==> config.mk <==
export PLATFORM = sky130hd
export DESIGN_NAME = cdr_lock_ctrl_flat
export DESIGN_NICKNAME = d
export VERILOG_FILES = /design/src/rtl/cdr_ctrl_pkg.sv /design/src/rtl/cdr_lock_ctrl_if.sv /design/src/rtl/cdr_lock_window.sv /design/src/rtl/cdr_lock_ctrl.sv /design/src/flat_wrapper.sv
export SDC_FILE = /design/constraint.sdc
export NUM_CORES = 1
export LEC_CHECK = 0
export CORE_MARGIN = 3
export CORE_UTILIZATION = 28
export DETAILED_ROUTE_END_ITERATION = 7
export PLACE_DENSITY_LB_ADDON = 0.15
export SYNTH_ARGS = -nofsm -noshare
export SYNTH_HDL_FRONTEND = slang
export SYNTH_SLANG_ARGS = --single-unit
==> constraint.sdc <==
create_clock -name clk -period 4.65 [get_ports clk]
set_input_delay 0.93 -clock clk [delete_from_list [all_inputs] [get_ports clk]]
set_output_delay 0.93 -clock clk [all_outputs]
set_load 0.05 [all_outputs]
==> src/rtl/cdr_ctrl_pkg.sv <==
// -----------------------------------------------------------------------------
// cdr_ctrl_pkg
// Shared definitions for the CDR acquisition/lock sequencer:
//   - state_t      : sequencer state encoding (IDLE=0, CAL=1, ACQ=2, TRACK=3)
//   - DEF_*        : default counter width, N0 reset value and PI gain shifts
// No ports (package).
// -----------------------------------------------------------------------------
package cdr_ctrl_pkg;

  localparam int         DEF_CNTR_BITS = 14;
  localparam int         DEF_N0_INIT   = 180;

  localparam logic [3:0] DEF_KP_ACQ    = 4'd10;
  localparam logic [4:0] DEF_KI_ACQ    = 5'd16;
  localparam logic [3:0] DEF_KP_TRK    = 4'd12;
  localparam logic [4:0] DEF_KI_TRK    = 5'd18;

  typedef enum logic [1:0] {
    ST_IDLE  = 2'd0,
    ST_CAL   = 2'd1,
    ST_ACQ   = 2'd2,
    ST_TRACK = 2'd3
  } state_t;

endpackage

==> src/rtl/cdr_lock_ctrl_if.sv <==
// -----------------------------------------------------------------------------
// cdr_lock_ctrl_if
// Bundles the sequencer's datapath-facing signals.
//   enable, Sample_en, X, PHI          : driven by the CDR side (master)
//   n0, kp_shift, ki_shift, filt_hold,
//   lock, state, cal_done, timeout     : driven by the sequencer (slave)
// Modports: master (CDR datapath / bench), slave (cdr_lock_ctrl).
// -----------------------------------------------------------------------------
interface cdr_lock_ctrl_if #(
  parameter int CNTR_BITS = cdr_ctrl_pkg::DEF_CNTR_BITS
);
  logic                  enable;
  logic                  Sample_en;
  logic signed [7:0]     X;
  logic signed [15:0]    PHI;
  logic [CNTR_BITS-1:0]  n0;
  logic [3:0]            kp_shift;
  logic [4:0]            ki_shift;
  logic                  filt_hold;
  logic                  lock;
  logic [1:0]            state;
  logic                  cal_done;
  logic                  timeout;

  modport master (
    output enable, Sample_en, X, PHI,
    input  n0, kp_shift, ki_shift, filt_hold, lock, state, cal_done, timeout
  );

  modport slave (
    input  enable, Sample_en, X, PHI,
    output n0, kp_shift, ki_shift, filt_hold, lock, state, cal_done, timeout
  );
endinterface

==> src/rtl/cdr_lock_window.sv <==
// -----------------------------------------------------------------------------
// cdr_lock_window
// Lock-detect window: counts 2^WIN_LOG2 strobes and, within each window, the
// number of quiet samples (|PHI| <= PHI_TH).
// Ports:
//   clk, rst     : clock, synchronous active-high reset
//   i_clr        : holds the window at its start (asserted outside ACQ/TRACK)
//   i_strobe     : symbol strobe
//   i_phi        : signed phase-detector sample
//   o_win_done   : this strobe is the last of the window
//   o_win_good   : quiet count including this sample >= LOCK_CNT
//                  (meaningful only with o_win_done)
// -----------------------------------------------------------------------------
module cdr_lock_window
  import cdr_ctrl_pkg::*;
#(
  parameter int WIN_LOG2 = 6,
  parameter int PHI_TH   = 256,
  parameter int LOCK_CNT = 56
) (
  input  logic               clk,
  input  logic               rst,
  input  logic               i_clr,
  input  logic               i_strobe,
  input  logic signed [15:0] i_phi,
  output logic               o_win_done,
  output logic               o_win_good
);

  localparam int QW = WIN_LOG2 + 1;

  // |v| with the single unrepresentable magnitude clamped to 32767
  function automatic logic [15:0] abs_sat16(input logic signed [15:0] v);
    logic [15:0] mag;
    if (v == 16'sh8000)
      mag = 16'h7FFF;
    else if (v < 0)
      mag = $unsigned(-v);
    else
      mag = $unsigned(v);
    return mag;
  endfunction

  logic [WIN_LOG2-1:0] r_win_cnt;
  logic [QW-1:0]       r_quiet;
  logic                w_quiet;
  logic                w_last;
  logic [QW-1:0]       w_quiet_next;

  assign w_quiet      = (abs_sat16(i_phi) <= 16'(PHI_TH));
  assign w_quiet_next = r_quiet + QW'(w_quiet);
  assign w_last       = &r_win_cnt;

  assign o_win_done   = i_strobe & ~i_clr & w_last;
  assign o_win_good   = (w_quiet_next >= QW'(LOCK_CNT));

  always_ff @(posedge clk) begin
    if (rst || i_clr) begin
      r_win_cnt <= '0;
      r_quiet   <= '0;
    end else if (i_strobe) begin
      // window counter wraps naturally, starting the next window
      r_win_cnt <= r_win_cnt + WIN_LOG2'(1);
      r_quiet   <= w_last ? '0 : w_quiet_next;
    end
  end

endmodule

==> src/rtl/cdr_lock_ctrl.sv <==
// -----------------------------------------------------------------------------
// cdr_lock_ctrl
// Acquisition/lock sequencer for the baud-rate PAM4 CDR loop.
// IDLE -> CAL (settle, then average X to re-centre n0) -> ACQ (acquisition
// gains, windowed |PHI| lock detect) -> TRACK (tracking gains); repeated bad
// windows in TRACK fall back to ACQ. enable=0 returns to IDLE from anywhere.
// Ports:
//   clk  : clock
//   rst  : synchronous active-high reset
//   bus  : cdr_lock_ctrl_if.slave (enable, Sample_en, X, PHI in;
//          n0, kp_shift, ki_shift, filt_hold, lock, state, cal_done,
//          timeout out -- all outputs registered)
// Build option: CDR_LOCK_TIMEOUT_EN -- when defined, ACQ gives up after
// ACQ_MAX_WIN windows, pulses timeout and recalibrates; otherwise timeout=0.
// -----------------------------------------------------------------------------
module cdr_lock_ctrl
  import cdr_ctrl_pkg::*;
#(
  parameter int         CNTR_BITS   = DEF_CNTR_BITS,
  parameter int         N0_INIT     = DEF_N0_INIT,
  parameter int         SETTLE_UIS  = 256,
  parameter int         CAL_LOG2    = 6,
  parameter int         WIN_LOG2    = 6,
  parameter int         PHI_TH      = 256,
  parameter int         LOCK_CNT    = 56,
  parameter int         GOOD_WINS   = 4,
  parameter int         BAD_WINS    = 2,
  parameter logic [3:0] KP_ACQ      = DEF_KP_ACQ,
  parameter logic [4:0] KI_ACQ      = DEF_KI_ACQ,
  parameter logic [3:0] KP_TRK      = DEF_KP_TRK,
  parameter logic [4:0] KI_TRK      = DEF_KI_TRK,
  parameter int         ACQ_MAX_WIN = 64
) (
  input  logic            clk,
  input  logic            rst,
  cdr_lock_ctrl_if.slave  bus
);

  localparam int SW    = $clog2(SETTLE_UIS + 1);
  localparam int SUM_W = 8 + CAL_LOG2;
  localparam int NW    = CNTR_BITS + SUM_W + 1;
  localparam int GW    = $clog2(GOOD_WINS + 1);
  localparam int BW    = $clog2(BAD_WINS + 1);

  // n0 + mean, clamped into the counter's unsigned range
  function automatic logic [CNTR_BITS-1:0] sat_n0(
    input logic [CNTR_BITS-1:0]    n0_cur,
    input logic signed [SUM_W-1:0] mean
  );
    logic signed [NW-1:0] t;
    logic signed [NW-1:0] n0_max;
    logic [CNTR_BITS-1:0] res;
    n0_max = $signed({{(NW-CNTR_BITS){1'b0}}, {CNTR_BITS{1'b1}}});
    t = $signed({{(NW-CNTR_BITS){1'b0}}, n0_cur}) +
        $signed({{(NW-SUM_W){mean[SUM_W-1]}}, mean});
    if (t < 0)
      res = '0;
    else if (t > n0_max)
      res = '1;
    else
      res = t[CNTR_BITS-1:0];
    return res;
  endfunction

  state_t                  r_state;
  logic [CNTR_BITS-1:0]    r_n0;
  logic [3:0]              r_kp;
  logic [4:0]              r_ki;
  logic                    r_hold;
  logic                    r_lock;
  logic                    r_cal_done;
  logic [SW-1:0]           r_settle;
  logic [CAL_LOG2-1:0]     r_cal_cnt;
  logic signed [SUM_W-1:0] r_sum;
  logic [GW-1:0]           r_good;
  logic [BW-1:0]           r_bad;

  logic signed [SUM_W-1:0] w_x_ext;
  logic signed [SUM_W-1:0] w_sum_next;
  logic signed [SUM_W-1:0] w_mean;
  logic                    w_win_clr;
  logic                    w_win_done;
  logic                    w_win_good;
  logic                    w_to_track;

  assign w_x_ext    = {{CAL_LOG2{bus.X[7]}}, bus.X};
  assign w_sum_next = r_sum + w_x_ext;
  // arithmetic shift gives floor of the mean, including the final sample
  assign w_mean     = w_sum_next >>> CAL_LOG2;

  // window only runs in ACQ/TRACK; held at its start otherwise
  assign w_win_clr  = ~bus.enable | ~((r_state == ST_ACQ) | (r_state == ST_TRACK));
  assign w_to_track = w_win_good & (r_good == GW'(GOOD_WINS - 1));

  cdr_lock_window #(
    .WIN_LOG2 (WIN_LOG2),
    .PHI_TH   (PHI_TH),
    .LOCK_CNT (LOCK_CNT)
  ) u_win (
    .clk        (clk),
    .rst        (rst),
    .i_clr      (w_win_clr),
    .i_strobe   (bus.Sample_en),
    .i_phi      (bus.PHI),
    .o_win_done (w_win_done),
    .o_win_good (w_win_good)
  );

`ifdef CDR_LOCK_TIMEOUT_EN
  localparam int AW = $clog2(ACQ_MAX_WIN + 1);
  logic [AW-1:0] r_acq_win;
  logic          r_timeout;
`else
  logic w_unused_max;
  assign w_unused_max = |ACQ_MAX_WIN;
`endif

  always_ff @(posedge clk) begin
    if (rst) begin
      r_state    <= ST_IDLE;
      r_n0       <= CNTR_BITS'(N0_INIT);
      r_kp       <= KP_ACQ;
      r_ki       <= KI_ACQ;
      r_hold     <= 1'b1;
      r_lock     <= 1'b0;
      r_cal_done <= 1'b0;
      r_settle   <= '0;
      r_cal_cnt  <= '0;
      r_sum      <= '0;
      r_good     <= '0;
      r_bad      <= '0;
`ifdef CDR_LOCK_TIMEOUT_EN
      r_acq_win  <= '0;
      r_timeout  <= 1'b0;
`endif
    end else begin
      r_cal_done <= 1'b0;
`ifdef CDR_LOCK_TIMEOUT_EN
      r_timeout  <= 1'b0;
      // ACQ window budget restarts on every ACQ entry
      if (r_state != ST_ACQ)
        r_acq_win <= '0;
`endif
      if (!bus.enable) begin
        r_state   <= ST_IDLE;
        r_hold    <= 1'b1;
        r_lock    <= 1'b0;
        r_kp      <= KP_ACQ;
        r_ki      <= KI_ACQ;
        r_settle  <= '0;
        r_cal_cnt <= '0;
        r_sum     <= '0;
        r_good    <= '0;
        r_bad     <= '0;
      end else begin
        case (r_state)
          ST_IDLE: begin
            r_state <= ST_CAL;
            r_hold  <= 1'b1;
          end

          ST_CAL: begin
            if (bus.Sample_en) begin
              if (r_settle != SW'(SETTLE_UIS)) begin
                r_settle <= r_settle + SW'(1);
              end else begin
                r_sum     <= w_sum_next;
                r_cal_cnt <= r_cal_cnt + CAL_LOG2'(1);
                if (&r_cal_cnt) begin
                  r_n0       <= sat_n0(r_n0, w_mean);
                  r_cal_done <= 1'b1;
                  r_state    <= ST_ACQ;
                  r_hold     <= 1'b0;
                  r_kp       <= KP_ACQ;
                  r_ki       <= KI_ACQ;
                  r_settle   <= '0;
                  r_sum      <= '0;
                  r_good     <= '0;
                end
              end
            end
          end

          ST_ACQ: begin
            if (w_win_done) begin
              if (w_to_track) begin
                r_state <= ST_TRACK;
                r_lock  <= 1'b1;
                r_kp    <= KP_TRK;
                r_ki    <= KI_TRK;
                r_good  <= '0;
                r_bad   <= '0;
              end else if (w_win_good) begin
                r_good  <= r_good + GW'(1);
              end else begin
                r_good  <= '0;
              end
`ifdef CDR_LOCK_TIMEOUT_EN
              if (!w_to_track) begin
                if (r_acq_win == AW'(ACQ_MAX_WIN - 1)) begin
                  r_state   <= ST_CAL;
                  r_hold    <= 1'b1;
                  r_timeout <= 1'b1;
                  r_good    <= '0;
                end else begin
                  r_acq_win <= r_acq_win + AW'(1);
                end
              end
`endif
            end
          end

          ST_TRACK: begin
            if (w_win_done) begin
              if (w_win_good) begin
                r_bad <= '0;
              end else if (r_bad == BW'(BAD_WINS - 1)) begin
                // integrator is not held: the loop keeps its state in ACQ
                r_state <= ST_ACQ;
                r_lock  <= 1'b0;
                r_kp    <= KP_ACQ;
                r_ki    <= KI_ACQ;
                r_bad   <= '0;
                r_good  <= '0;
              end else begin
                r_bad <= r_bad + BW'(1);
              end
            end
          end

          default: r_state <= ST_IDLE;
        endcase
      end
    end
  end

  assign bus.n0        = r_n0;
  assign bus.kp_shift  = r_kp;
  assign bus.ki_shift  = r_ki;
  assign bus.filt_hold = r_hold;
  assign bus.lock      = r_lock;
  assign bus.state     = r_state;
  assign bus.cal_done  = r_cal_done;
`ifdef CDR_LOCK_TIMEOUT_EN
  assign bus.timeout   = r_timeout;
`else
  assign bus.timeout   = 1'b0;
`endif

endmodule

==> src/flat_wrapper.sv <==
// flat-port wrapper written by rule: the top's interface ports become plain ports
module cdr_lock_ctrl_flat import cdr_ctrl_pkg::*;
#(
  parameter int         CNTR_BITS   = DEF_CNTR_BITS,
  parameter int         N0_INIT     = DEF_N0_INIT,
  parameter int         SETTLE_UIS  = 256,
  parameter int         CAL_LOG2    = 6,
  parameter int         WIN_LOG2    = 6,
  parameter int         PHI_TH      = 256,
  parameter int         LOCK_CNT    = 56,
  parameter int         GOOD_WINS   = 4,
  parameter int         BAD_WINS    = 2,
  parameter logic [3:0] KP_ACQ      = DEF_KP_ACQ,
  parameter logic [4:0] KI_ACQ      = DEF_KI_ACQ,
  parameter logic [3:0] KP_TRK      = DEF_KP_TRK,
  parameter logic [4:0] KI_TRK      = DEF_KI_TRK,
  parameter int         ACQ_MAX_WIN = 64
)
  (clk, rst, bus_enable, bus_Sample_en, bus_X, bus_PHI, bus_n0, bus_kp_shift, bus_ki_shift, bus_filt_hold, bus_lock, bus_state, bus_cal_done, bus_timeout);
  cdr_lock_ctrl_if #(.CNTR_BITS(CNTR_BITS)) bus_i ();
  input  logic clk;
  input  logic rst;
  input wire logic [$bits(bus_i.enable)-1:0] bus_enable;
  input wire logic [$bits(bus_i.Sample_en)-1:0] bus_Sample_en;
  input wire logic [$bits(bus_i.X)-1:0] bus_X;
  input wire logic [$bits(bus_i.PHI)-1:0] bus_PHI;
  output wire logic [$bits(bus_i.n0)-1:0] bus_n0;
  output wire logic [$bits(bus_i.kp_shift)-1:0] bus_kp_shift;
  output wire logic [$bits(bus_i.ki_shift)-1:0] bus_ki_shift;
  output wire logic [$bits(bus_i.filt_hold)-1:0] bus_filt_hold;
  output wire logic [$bits(bus_i.lock)-1:0] bus_lock;
  output wire logic [$bits(bus_i.state)-1:0] bus_state;
  output wire logic [$bits(bus_i.cal_done)-1:0] bus_cal_done;
  output wire logic [$bits(bus_i.timeout)-1:0] bus_timeout;
  assign bus_i.enable = bus_enable;
  assign bus_i.Sample_en = bus_Sample_en;
  assign bus_i.X = bus_X;
  assign bus_i.PHI = bus_PHI;
  assign bus_n0 = bus_i.n0;
  assign bus_kp_shift = bus_i.kp_shift;
  assign bus_ki_shift = bus_i.ki_shift;
  assign bus_filt_hold = bus_i.filt_hold;
  assign bus_lock = bus_i.lock;
  assign bus_state = bus_i.state;
  assign bus_cal_done = bus_i.cal_done;
  assign bus_timeout = bus_i.timeout;
  cdr_lock_ctrl #(.CNTR_BITS(CNTR_BITS), .N0_INIT(N0_INIT), .SETTLE_UIS(SETTLE_UIS), .CAL_LOG2(CAL_LOG2), .WIN_LOG2(WIN_LOG2), .PHI_TH(PHI_TH), .LOCK_CNT(LOCK_CNT), .GOOD_WINS(GOOD_WINS), .BAD_WINS(BAD_WINS), .KP_ACQ(KP_ACQ), .KI_ACQ(KI_ACQ), .KP_TRK(KP_TRK), .KI_TRK(KI_TRK), .ACQ_MAX_WIN(ACQ_MAX_WIN)) u_core (.clk(clk), .rst(rst), .bus(bus_i));
endmodule
==> reports/metrics.cfg <==
[pwr]
p_switching_mw = 0.360
switching_share = 0.236
powerDensity_nw_per_um2 = 226
leakagePower_nw = 2.75
comb_power_share = 0.132
seq_power_share = 0.385
internal-power_mw = 1.16
report.power.total_mw = 1.52
ir_drop_v = 0.000189
clkPwrFrac = 0.483

[grt]
first_global_vias = 4525
overflow = 0
grt_pass1_wl_um = 20700
grt_use_total = 0.139
grt_max_degree = 21
antenna_found_initial = 0

[die]
fp.dieW_um = 133
io_pins = 57
core_um2 = 15500
die_area_um2 = 17700
rows = 45
die_h_um = 133
initial_core_util = 0.292

[sta]
setup_slack_ns = -0.124
tns_ns = -0.738
min_period_over_period = 1.03
period_needed_ns = 4.77
hold_viol = 0
skew_ns = 0.0107
finalSetupViolations = 8
max_freq_mhz = 209
tightest_slew_ns = 0.991
drv_slew = 0
rsz0062_at_grt = true
maxSlewHeadroom = 0.336

[min_path]
hold_path_depth = 2
hp-class = reg2reg

[placement]
placedCellCount = 892
io_buffer_count = 49
dp_hpwl_um = 8850
gp_congestion = 0.816

[setup_path]
slowest_delay_ns = 0.57
end_kind = flop
crit_buf_inv = 3
crit_type = in2reg
critical_path.top_delay_family = simple AND/OR/NAND/NOR gates
crit_required_ns = 4.90
crit_arrival_ns = 5.02
cp.depth = 16
path_cells = buf_6 > or4_4 > or3b_4 > or4_4 > buf_4 > o41ai_2 > a32oi_1 > nor4_2 > ha_2 > buf_6 > and3_4 > o21ai_4 > o41ai_4 > nand2b_1 > or3_4 > o31ai_2
cp_slowest_cell = or4_4
cp_max_fo = 3
ff2ff_path_depth = 21
startpoint_type = input pin

[layout]
drive_gt1_frac = 0.278
area_delta_synth_final_pct = 48.8
diodes = 0
fin_cells = 940
final_nets = 794
fin_util = 0.435

[logic_synthesis]
ys_seq_area_frac = 0.301
yosys_register_bits = 68
synth.distinct_cells = 58
syn_avg_cell_area_um2 = 8.06
async_flop_share = 0
yosys_warnings = 0
synth_edf_count = 0
syn_inst = 561
synth_flop_cell = dfxtp_1
synth_area_um2 = 4520

[clocking]
cts_hold_buffers = 0
clock_sinks = 68
cts_tree = done
htree_levels = 3
clock_latency_ns = 0.34
clk_pin_slew_worst_paths_ns = 0.06
root_buffer = clkbuf_16
clockBufferDepth = 2
cts_buffers = 9

[detailed_routing]
drc = 0
routed_wl_um = 12300
ant_nets = 0
post_drt_via_cell_ratio = 4.89
drt-pass1-iter-count = 4
routed-via-count = 4596
wl_per_cell_um = 13.1
drt_iter0_drc = 131

[outcome]
violations = negative setup slack
status = complete, but fails checks

[flow_run]
drv_cap = 0

Yosys cell counts (all sizes together), types with 2 or more instances:
cell     number  area, µm²
nand4        12       75.1
o21ai        29        145
nor2         75        282
dfxtp        68       1360
a21o          5       37.5
fa            2       40.0
a32oi         4       35.0
nor4          4       31.3
nor2b         6       37.5
ha           40        500
clkbuf       13       48.8
conb          2       7.51
and3         10       62.6
o21a          8       60.1
nor3         17       90.1
mux2i         5       50.1
o31ai         4       30.0
buf          12       78.8
o211ai        3       22.5
a32o          2       20.0
or3           6       37.5
nand3        15       75.1
or4           3       30.0
o211a         2       20.0
a31oi         4       25.0
and2          2       12.5
a22oi         9       67.6
nand2b        7       43.8
a221o        10        100
a21oi        46        230
xor2         21        184
o21bai        2       15.0
nand2        50        188
o41ai         5       58.8
inv          20       75.1
xnor2        16        140
a2bb2oi       3       26.3
a211oi        2       15.0
a211o         6       52.6
area by class of cell:
cell class                      instances  area (µm²)
Multi-Input combinational cell        453        3280
Clock buffer                           11         243
Timing Repair Buffer                  172        1430
Sequential cell                        68        1360
Inverter                               20        75.1
Clock inverter                          5        75.1
Tap cell                              211         264
Fill cell                            1552        8750
worst register-to-register path, stage by stage (launching register included):
cell and delay (ns):
dfxtp_1 0.34, ha_2 0.20, inv_2 0.04, fa_2 0.39
nor2b_2 0.15, o21ai_1 0.07, nand2b_1 0.10, a21oi_2 0.08
buf_4 0.15, o21bai_4 0.12, xor2_2 0.21, ha_2 0.23
fa_2 0.22, a21oi_2 0.06, o211a_1 0.23, o211a_1 0.24
o21a_1 0.21, o21a_1 0.18, mux2i_2 0.23, nor4b_4 0.08
buf_6 0.14, a221o_1 0.26
metrics by stage:
stage                     setup slack (ns)  area [µm²]  hold slack, ns
after global routing                -0.337        6730           0.469
after detailed placement            -0.703        5890           0.434
after CTS                           -0.155        6550           0.455
after floorplan                    0.00773        4570           0.412
after global placement              -0.653        5890           0.419
final                               -0.124        6730           0.467
layer usage:
metal / wire [µm] / vias up / GRT usage
met5: 0 / - / 0
met4: 202 / 0 / 0.0417
met1: 5790 / 2155 / 0.173
met2: 5860 / 76 / 0.234
li1: - / 2349 / -
met3: 486 / 16 / 0.0393
worst paths after layout:
check	from	endpoint	slack (ns)
setup / recovery	bus_PHI[4]	u_core.r_good[0]$_SDFFE_PP0P_	-0.12
hold / removal	u_core.r_sum[13]$_SDFFE_PP0P_	u_core.r_sum[13]$_SDFFE_PP0P_	0.47
setup reg to reg	u_core.r_sum[0]$_SDFFE_PP0P_	u_core.bus.n0[9]$_SDFFE_PP0P_	0.58
hold reg to reg	u_core.r_sum[13]$_SDFFE_PP0P_	u_core.r_sum[13]$_SDFFE_PP0P_	0.47
layout by cell type, fill, tap and decap left out, types with 6 or more instances in the layout:
master	count
buf_4	118
nor2_1	73
dfxtp_1	68
nand2_1	49
clkdlybuf4s50_1	40
a21oi_1	36
ha_1	33
o21ai_0	23
xor2_1	20
inv_1	18
xnor2_1	14
nor3_1	14
nand3_1	13
nand4_1	12
a221o_1	10
clkbuf_16	9
o21a_1	8
a21oi_2	8
a22oi_1	8
nand2b_1	7
and3_1	7
conb_1	7
a211o_1	6
cell families (layout without fill, tap and decap cells):
group           after synthesis  after routing  share of synthesized area
compound gates              149            149                      0.223
xor+xnor                     37             37                     0.0716
fa+ha+maj                    42             42                      0.120
buf+inv                      45            208                     0.0448
flops                        68             68                      0.301
mux                           5              5                     0.0111
other cells                   2              7                    0.00166
simple gates                213            213                      0.228
registers in the layout, summed over array words and instances, names as in the netlist, 2 cells and up:
register	flops
u_core.r_cal_cnt	6
u_core.u_win.r_win_cnt	6
u_core.u_win.r_quiet	7
u_core.bus.n0	14
u_core.r_sum	14
u_core.r_bad	2
u_core.r_good	3
u_core.r_settle	9
u_core.bus.state	2
power by group through the flow:
stage / clock network (mW) / logic [mW] / registers [mW]
final: 0.736 / 0.201 / 0.586
after global routing: 0.784 / 0.220 / 0.586
after global placement: 0 / 0.182 / 0.599
after floorplan: 0 / 0.101 / 0.599
after detailed placement: 0 / 0.182 / 0.599
after CTS: 0.759 / 0.195 / 0.586
repair_timing:
item                       in CTS  in global routing
setup endpoints to repair      23                 23
setup buffers                  28                  5
pin swaps                      29                 30
gates resized for setup        59                 31
Power figures use the tool's default switching activity.
